--- config.mk ---
export PLATFORM = sky130hd
export DESIGN_NAME = result_aggregator
export DESIGN_NICKNAME = d
export VERILOG_FILES = /design/src/rtl/result_aggregator.sv
export SDC_FILE = /design/constraint.sdc
export NUM_CORES = 1
export LEC_CHECK = 0
export ABC_AREA = 1
export CAP_MARGIN = 20
export CORE_MARGIN = 2
export CORE_UTILIZATION = 40
export CTS_BUF_LIST = sky130_fd_sc_hd__clkbuf_8
export DETAILED_ROUTE_END_ITERATION = 10
export MAX_ROUTING_LAYER = met4
export SYNTH_ARGS = -nofsm -noshare
export SYNTH_HDL_FRONTEND = slang
export SYNTH_SLANG_ARGS = --single-unit
--- constraint.sdc ---
create_clock -name CLK -period 2.8 [get_ports CLK]
set_clock_uncertainty 0.05 [all_clocks]
set_input_delay 0.7 -clock CLK [delete_from_list [all_inputs] [get_ports CLK]]
set_output_delay 0.7 -clock CLK [all_outputs]
set_load 0.1 [all_outputs]
--- src/rtl/result_aggregator.sv ---
// Collects one accumulator per MC core, sums a complete batch serially and
// publishes the saturated mean with a valid/ready handshake.
module result_aggregator #(
    parameter int CoreN    = 2,
    parameter int AccWidth = 27,
    parameter int logCoreN = 1,
    parameter int logPaths = 9
) (
    input  logic                      CLK,
    input  logic                      iRST_n,
    input  logic [CoreN*AccWidth-1:0] iAcc,
    input  logic [CoreN-1:0]          iDone,
    input  logic                      iReady,
    output logic [17:0]               oMean,
    output logic                      oValid,
    output logic                      oSat,
    output logic                      oBusy,
    output logic                      oOverrun,
    output logic [15:0]               oCount
);

    localparam int SumW = AccWidth + logCoreN;
    localparam int IdxW = (logCoreN > 0) ? logCoreN : 1;
    localparam int QW   = (SumW > 18) ? SumW : 18;
    localparam logic [IdxW-1:0] LastIdx = IdxW'(CoreN - 1);

    typedef enum logic [1:0] {COLLECT, SUM, DIV, HOLD} state_e;

    state_e state_q, state_d;

    logic [AccWidth-1:0] cap_q  [CoreN];
    logic [AccWidth-1:0] cap_d  [CoreN];
    logic [AccWidth-1:0] work_q [CoreN];
    logic [AccWidth-1:0] work_d [CoreN];
    logic [CoreN-1:0]    flag_q, flag_d;
    logic [SumW-1:0]     sum_q, sum_d;
    logic [IdxW-1:0]     idx_q, idx_d;
    logic [17:0]         mean_q, mean_d;
    logic                sat_q, sat_d;
    logic                valid_q, valid_d;
    logic                overrun_q, overrun_d;
    logic [15:0]         count_q, count_d;

    logic                batch_start;
    logic [QW-1:0]       quot;

    assign batch_start = (state_q == COLLECT) && (&flag_q);
    assign quot        = QW'(sum_q >> logPaths);

    always_ff @(posedge CLK or negedge iRST_n) begin
        if (!iRST_n) begin
            state_q <= COLLECT;
        end else begin
            state_q <= state_d;
        end
    end

    always_comb begin
        state_d = state_q;
        case (state_q)
            COLLECT: if (batch_start) state_d = SUM;
            SUM:     if (idx_q == LastIdx) state_d = DIV;
            DIV:     state_d = HOLD;
            HOLD:    if (iReady) state_d = COLLECT;
            default: state_d = COLLECT;
        endcase
    end

    always_comb begin
        oMean    = mean_q;
        oValid   = valid_q;
        oSat     = sat_q;
        oBusy    = (state_q == SUM) || (state_q == DIV);
        oOverrun = overrun_q;
        oCount   = count_q;
    end

    // A pulse on the edge that hands the batch to the working registers refills the slot.
    always_comb begin
        cap_d     = cap_q;
        flag_d    = flag_q;
        overrun_d = overrun_q;
        for (int i = 0; i < CoreN; i++) begin
            if (iDone[i] && (!flag_q[i] || batch_start)) begin
                cap_d[i]  = iAcc[i*AccWidth +: AccWidth];
                flag_d[i] = 1'b1;
            end else if (iDone[i]) begin
                overrun_d = 1'b1;
            end else if (batch_start) begin
                flag_d[i] = 1'b0;
            end
        end
    end

    always_comb begin
        work_d  = work_q;
        sum_d   = sum_q;
        idx_d   = idx_q;
        mean_d  = mean_q;
        sat_d   = sat_q;
        valid_d = valid_q;
        count_d = count_q;
        case (state_q)
            COLLECT: begin
                if (batch_start) begin
                    work_d = cap_q;
                    sum_d  = '0;
                    idx_d  = '0;
                end
            end
            SUM: begin
                sum_d = sum_q + SumW'(work_q[idx_q]);
                idx_d = idx_q + IdxW'(1);
            end
            DIV: begin
                if (quot > QW'(18'h3FFFF)) begin
                    mean_d = '1;
                    sat_d  = 1'b1;
                end else begin
                    mean_d = quot[17:0];
                    sat_d  = 1'b0;
                end
                valid_d = 1'b1;
            end
            HOLD: begin
                if (iReady) begin
                    valid_d = 1'b0;
                    count_d = count_q + 16'd1;
                end
            end
            default: ;
        endcase
    end

    always_ff @(posedge CLK or negedge iRST_n) begin
        if (!iRST_n) begin
            for (int i = 0; i < CoreN; i++) begin
                cap_q[i]  <= '0;
                work_q[i] <= '0;
            end
            flag_q    <= '0;
            sum_q     <= '0;
            idx_q     <= '0;
            mean_q    <= '0;
            sat_q     <= 1'b0;
            valid_q   <= 1'b0;
            overrun_q <= 1'b0;
            count_q   <= '0;
        end else begin
            cap_q     <= cap_d;
            work_q    <= work_d;
            flag_q    <= flag_d;
            sum_q     <= sum_d;
            idx_q     <= idx_d;
            mean_q    <= mean_d;
            sat_q     <= sat_d;
            valid_q   <= valid_d;
            overrun_q <= overrun_d;
            count_q   <= count_d;
        end
    end

endmodule

* After elaboration in Yosys (flattened, before gate mapping) *
Index checks and enable logic that the tools add are counted.

cells by class
  add/sub/neg operators = 3
  order comparisons = 2
  equal/unequal tests = 8
  muxes and demuxes = 23
  bitwise logic cells = 1
  reductions and logical operators = 21

operators by type and width
  operator               count
  $mux 27                3
  $pmux 28 s2            1
  $add 28x27->28         1
  $mux 28                1
  $gt 19x18->1 const B   1
  $mux 18                1
  $add 16x1->16 const B  1
  $reduce_and 2->1       7
  $mux 1                 11
  $pmux 2 s4             1
  $reduce_bool 2->1      4
  $mux 2                 3
  $ne 2x2->1 const B     3
  $eq 2x2->1 const B     2
  $ne 2x1->1 const B     2
  $pmux 1 s2             2
  $logic_and 1x1->1      3
  $logic_or 1x1->1       3
  $reduce_and 3->1       1
  $eq 2x1->1 const B     1
  $ge 2x2->1 const B     1
  $logic_not 1->1        2
  $logic_not 2->1        1
  $not 1->2              1
  $add 1x1->1 const B    1

word-level totals
  register bits after elaboration = 178
  input port bits = 59

* Depth between registers and ports, before layout *
  word-level depth = 7
  depth in mapped cells = 16

* Least setup slack after synthesis *
Ideal clock, no wire load.

  path type = flip-flop to flip-flop
  start = register idx_q
  end = register sum_q[15]
  data arrival time = 2,157 ps
  required time = 2,617 ps
  slack = 460 ps
  cell stages (with the launch flop) = 15
  period minus slack after synthesis = 2,340 ps
  cell sequence = dfrtp_1 clkbuf_1 clkbuf_1 nand2_1 nand2_1 ha_1 nand2_1 inv_1 a21oi_1 nand2_1 nand2_1 nand2_1 or2_2 nand3_1 o21ai_0

on the way
  longest elaborated chain between the ends = 6

RTL lines
  what                                         RTL line  source
  start: declaration                           37        logic [IdxW-1:0] idx_q, idx_d;
  start signal: assignment                     154       idx_q <= idx_d;
  $not 1->2 (not written as such)              112       sum_d = sum_q + SumW'(work_q[idx_q]);
  $mux 27 (not written as such) (3 in series)  112
  $add 28x27->28                               112
  $pmux 28 s2                                  103       case (state_q)
  end signal: assignment                       153       sum_q <= sum_d;
  end: declaration                             36        logic [SumW-1:0] sum_q, sum_d;

Every way passes these cells. The select of a mux whose other input is x is not followed.
A chain may end at the register's enable or synchronous reset.

* Worst setup path in the final report *
  start = register idx_q
  end = register sum_q[22]

The elaborated chain is that of the path after synthesis.

==> impl_results.md <==
* Vias post-DR at around 7.5k
* Drt first pass iters at 4
* Total die area at roughly 24,000 µm²
* Reg2reg start: idx_q
* Post-synth top cells: 454 x nand2_1, 178 x dfrtp_1, 137 x inv_1
* Worst R2R End: sum_q[22]
* Worst reg-to-reg path cell count at 14
* Clock buffer depth at 2
* Reg clk slew, reported paths at 0.11 ns
* Count of distinct cell types in the synthesized netlist at 34
* CP max FO at 16
* Clk_lat worst skew at 0.47 ns
* Worst-path cell chain: clkinv_1 > buf_4 > nand2_1 > nand2_1 > ha_1 > nand2_1 > nor2_1 > inv_1 > o21bai_1 > nand2_1 > nand3_1 > nand2_1 > nand3_1 > nand2_1
* Fmax at roughly 0.41 GHz
* Area leader, netlist: dfrtp_1
* Post-Syn Area at between 8000 and 9000 µm²
* Normalized max-slew margin at 0.4420
* N_diodes at 0
* ANT nets after route at 0
* Fill count at between 2k and 2.5k
* Dominant cells by area after synthesis: dfrtp_1 50%, nand2_1 19%, inv_1 5.7%, o21ai_0 5.3%, ha_1 4.5%
* Tcrit/Tclk final at 0.8812
* Clk sinks at roughly 180
* Count leader, synth: nand2_1
* CTS tree: yes
* Mapped Cells at about 1.2k
* CP required at around 3.1 ns
* Post-synthesis sequential area ratio at 0.4957
* Max IR drop VDD at approximately 0.00052 V
* CTS root buffer: clkbuf_8
* Final count of pins violating max slew at 0
* Outcome: completed
* Global route overflow at 0
* Core area at between 20,000 and 25,000 µm²
* Hold Path Class: in -> async
* Top_reg_cell synth: dfrtp_1
* Power per Cell Area at 1277 nW/µm²
* Ratio of cells with drive above 1 in the final layout at 0.08211
* Die X-Extent at about 150 µm
* R2R Setup Slk at 0.33 ns
* Syn-to-layout area delta at 18.10%
* Multi-input gate area at 3839 µm²
* EDFF count, synth at 0
* Pleak at 5.715 nW
* Final setup viols at 0
* CP max stage delay at between 0.3 and 0.4 ns
* Synth warn at 0
* Async S/R FF share, synth at 1.000
* RePlAce Congestion at between 0.9 and 1
* Crit path top cell by count: nand2_1
* Final Total Pwr at ~14 mW
* Hold-fix buffers, CTS at 0
* Vias in the first global route at 7,068
* Overall global routing resource usage at 0.2057
* Minimum clock period at between 2 and 2.5 ns
* Pin count of the biggest net entering global routing at about 100
* WP data arrival at about 2.8 ns
* Fin. Hold Viols at 0
* First-pass GRT wire length at about 37 mm
* Setup TNS at 0 ns
* RSZ-0062 raised after global routing: false
* Slowest stage cell on the critical path: dfrtp_1
* Max-Cap Viols at 0
* CP endpoint kind: flip-flop
* Starting Density at 0.4092
* Ports at 97
* Iteration-0 DRC Markers at 550
* Startpoint types: flip-flop
* Worst Setup Path Type: reg -> reg
* Top delay family on crit path: simple AND/OR/NAND/NOR gates
* HPWL Detailed at ~17 mm
* Die extent in y at approximately 150 µm
* Top cell type's share of synthesized area at 0.4957
* Drc violations at 0
* Initial antenna violation count at 0
* Num CTS Buffers at 17
* Worst slew pin tran at 0.8371 ns
* Final wirelength at approximately 23 mm
* Final Net Count at 1,370
* Number of cell rows at 54
* Register bit count reported by yosys at between 150 and 200
* Buf+Inv Stages, Crit Path at 3
* Setup bufs post-CTS at 0
* H-tree levels at 4
* Register area at between 4000 and 5000 µm²
* Synth Area per Inst at 7.628 µm²
* PostCTS Resize Cnt at 0
* IO buf count at 96
* Syn Nets at between 1k and 1.5k
* Avg Vias per Cell at about 4.8
* Drt wl/cell at approximately 14 µm
## cell families after synthesis
logic type      Yosys count  synth area share
simple gates            597            0.2630
buf+inv                 178           0.07714
flops                   178            0.4957
compound gates          176            0.1018
fa+ha+maj                33           0.04678
xor+xnor                 16           0.01560
## cells in the final DEF, fill, tap and decap left out, types with 2 or more instances in the layout
cell type / count
buf_4: 54
nand3_1: 31
nor2_1: 84
nor2_2: 3
inv_1: 138
inv_2: 6
buf_12: 3
xnor2_1: 9
nand4_1: 8
o21bai_1: 5
o22ai_1: 2
dfrtp_1: 178
xor2_1: 7
nor3_1: 6
nand2_1: 454
and2_1: 3
o21ai_1: 2
clkinv_2: 3
nand2_2: 2
a21oi_1: 66
a22o_1: 2
inv_8: 2
clkdlybuf4s50_1: 57
or2_2: 2
clkbuf_8: 17
ha_1: 32
inv_6: 5
o21ai_0: 96
## metrics by stage
| step | instance area, µm² | worst slack (ns) | utilization | cells | hold slack (ns) |
|---|---|---|---|---|---|
| floorplan | 8986 | 0.4598 | - | 1178 | 0.3544 |
| CTS | 10610 | 0.3639 | 0.4833 | 1571 | 0.08534 |
| global route | 10610 | 0.1237 | 0.4833 | 1571 | 0.08729 |
| finish | 10610 | 0.3328 | 0.4833 | 1571 | 0.09264 |
| global placement | 10230 | 0.3243 | 0.4659 | 1539 | 0.4051 |
| detailed placement | 10230 | 0.2833 | 0.4659 | 1539 | 0.4097 |
## worst register-to-register path: stages (launching register included)
cell	delay, ns
dfrtp_1	0.38
clkinv_1	0.10
buf_4	0.21
nand2_1	0.08
nand2_1	0.09
ha_1	0.37
nand2_1	0.11
nor2_1	0.24
inv_1	0.07
o21bai_1	0.28
nand2_1	0.11
nand3_1	0.08
nand2_1	0.05
nand3_1	0.09
nand2_1	0.06
## cell type report
class | count | area share
clock buffers | 17 | 0.02205
multi-input cells | 822 | 0.3617
flip-flops and latches | 178 | 0.4197
well taps | 280 | 0.03301
inverters | 144 | 0.05093
clock inverters | 15 | 0.01391
repair buffers | 115 | 0.09868
## per-layer routing
layer / GRT usage / vias to the layer above / part of all wire
li1: - / 3881 / -
met2: 0.3097 / 133 / 0.45
met4: 0.05251 / 0 / 0.016
met1: 0.2929 / 3432 / 0.51
met5: - / - / 0
met3: 0.03129 / 23 / 0.032
## flip-flops by register name (all words and copies together) (netlist names)
signal    cells
state_q       2
sum_q        28
oCount       16
flag_q        2
oOverrun      1
oValid        1
idx_q         1
oMean        18
oSat          1
cap_q        54
work_q       54
## where the power goes
group	total (mW)	switching (mW)	internal [mW]
clock network	1.76	1.03	0.730
logic	7.48	5.31	2.17
registers	4.31	0.617	3.70
## how the worst max path moves through the flow
stage,start,end,slack [ns],cells after the start
2_1_floorplan,idx_q,sum_q[15],0.46,14
3_3_place_gp,iReady,oCount[14],0.32,10
3_5_place_dp,iReady,oCount[14],0.28,10
4_1_cts,idx_q,sum_q[12],0.36,13
5_1_grt,idx_q,sum_q[12],0.12,14
6_report,idx_q,sum_q[22],0.33,14
No activity file was read; power rests on OpenSTA's default activity.
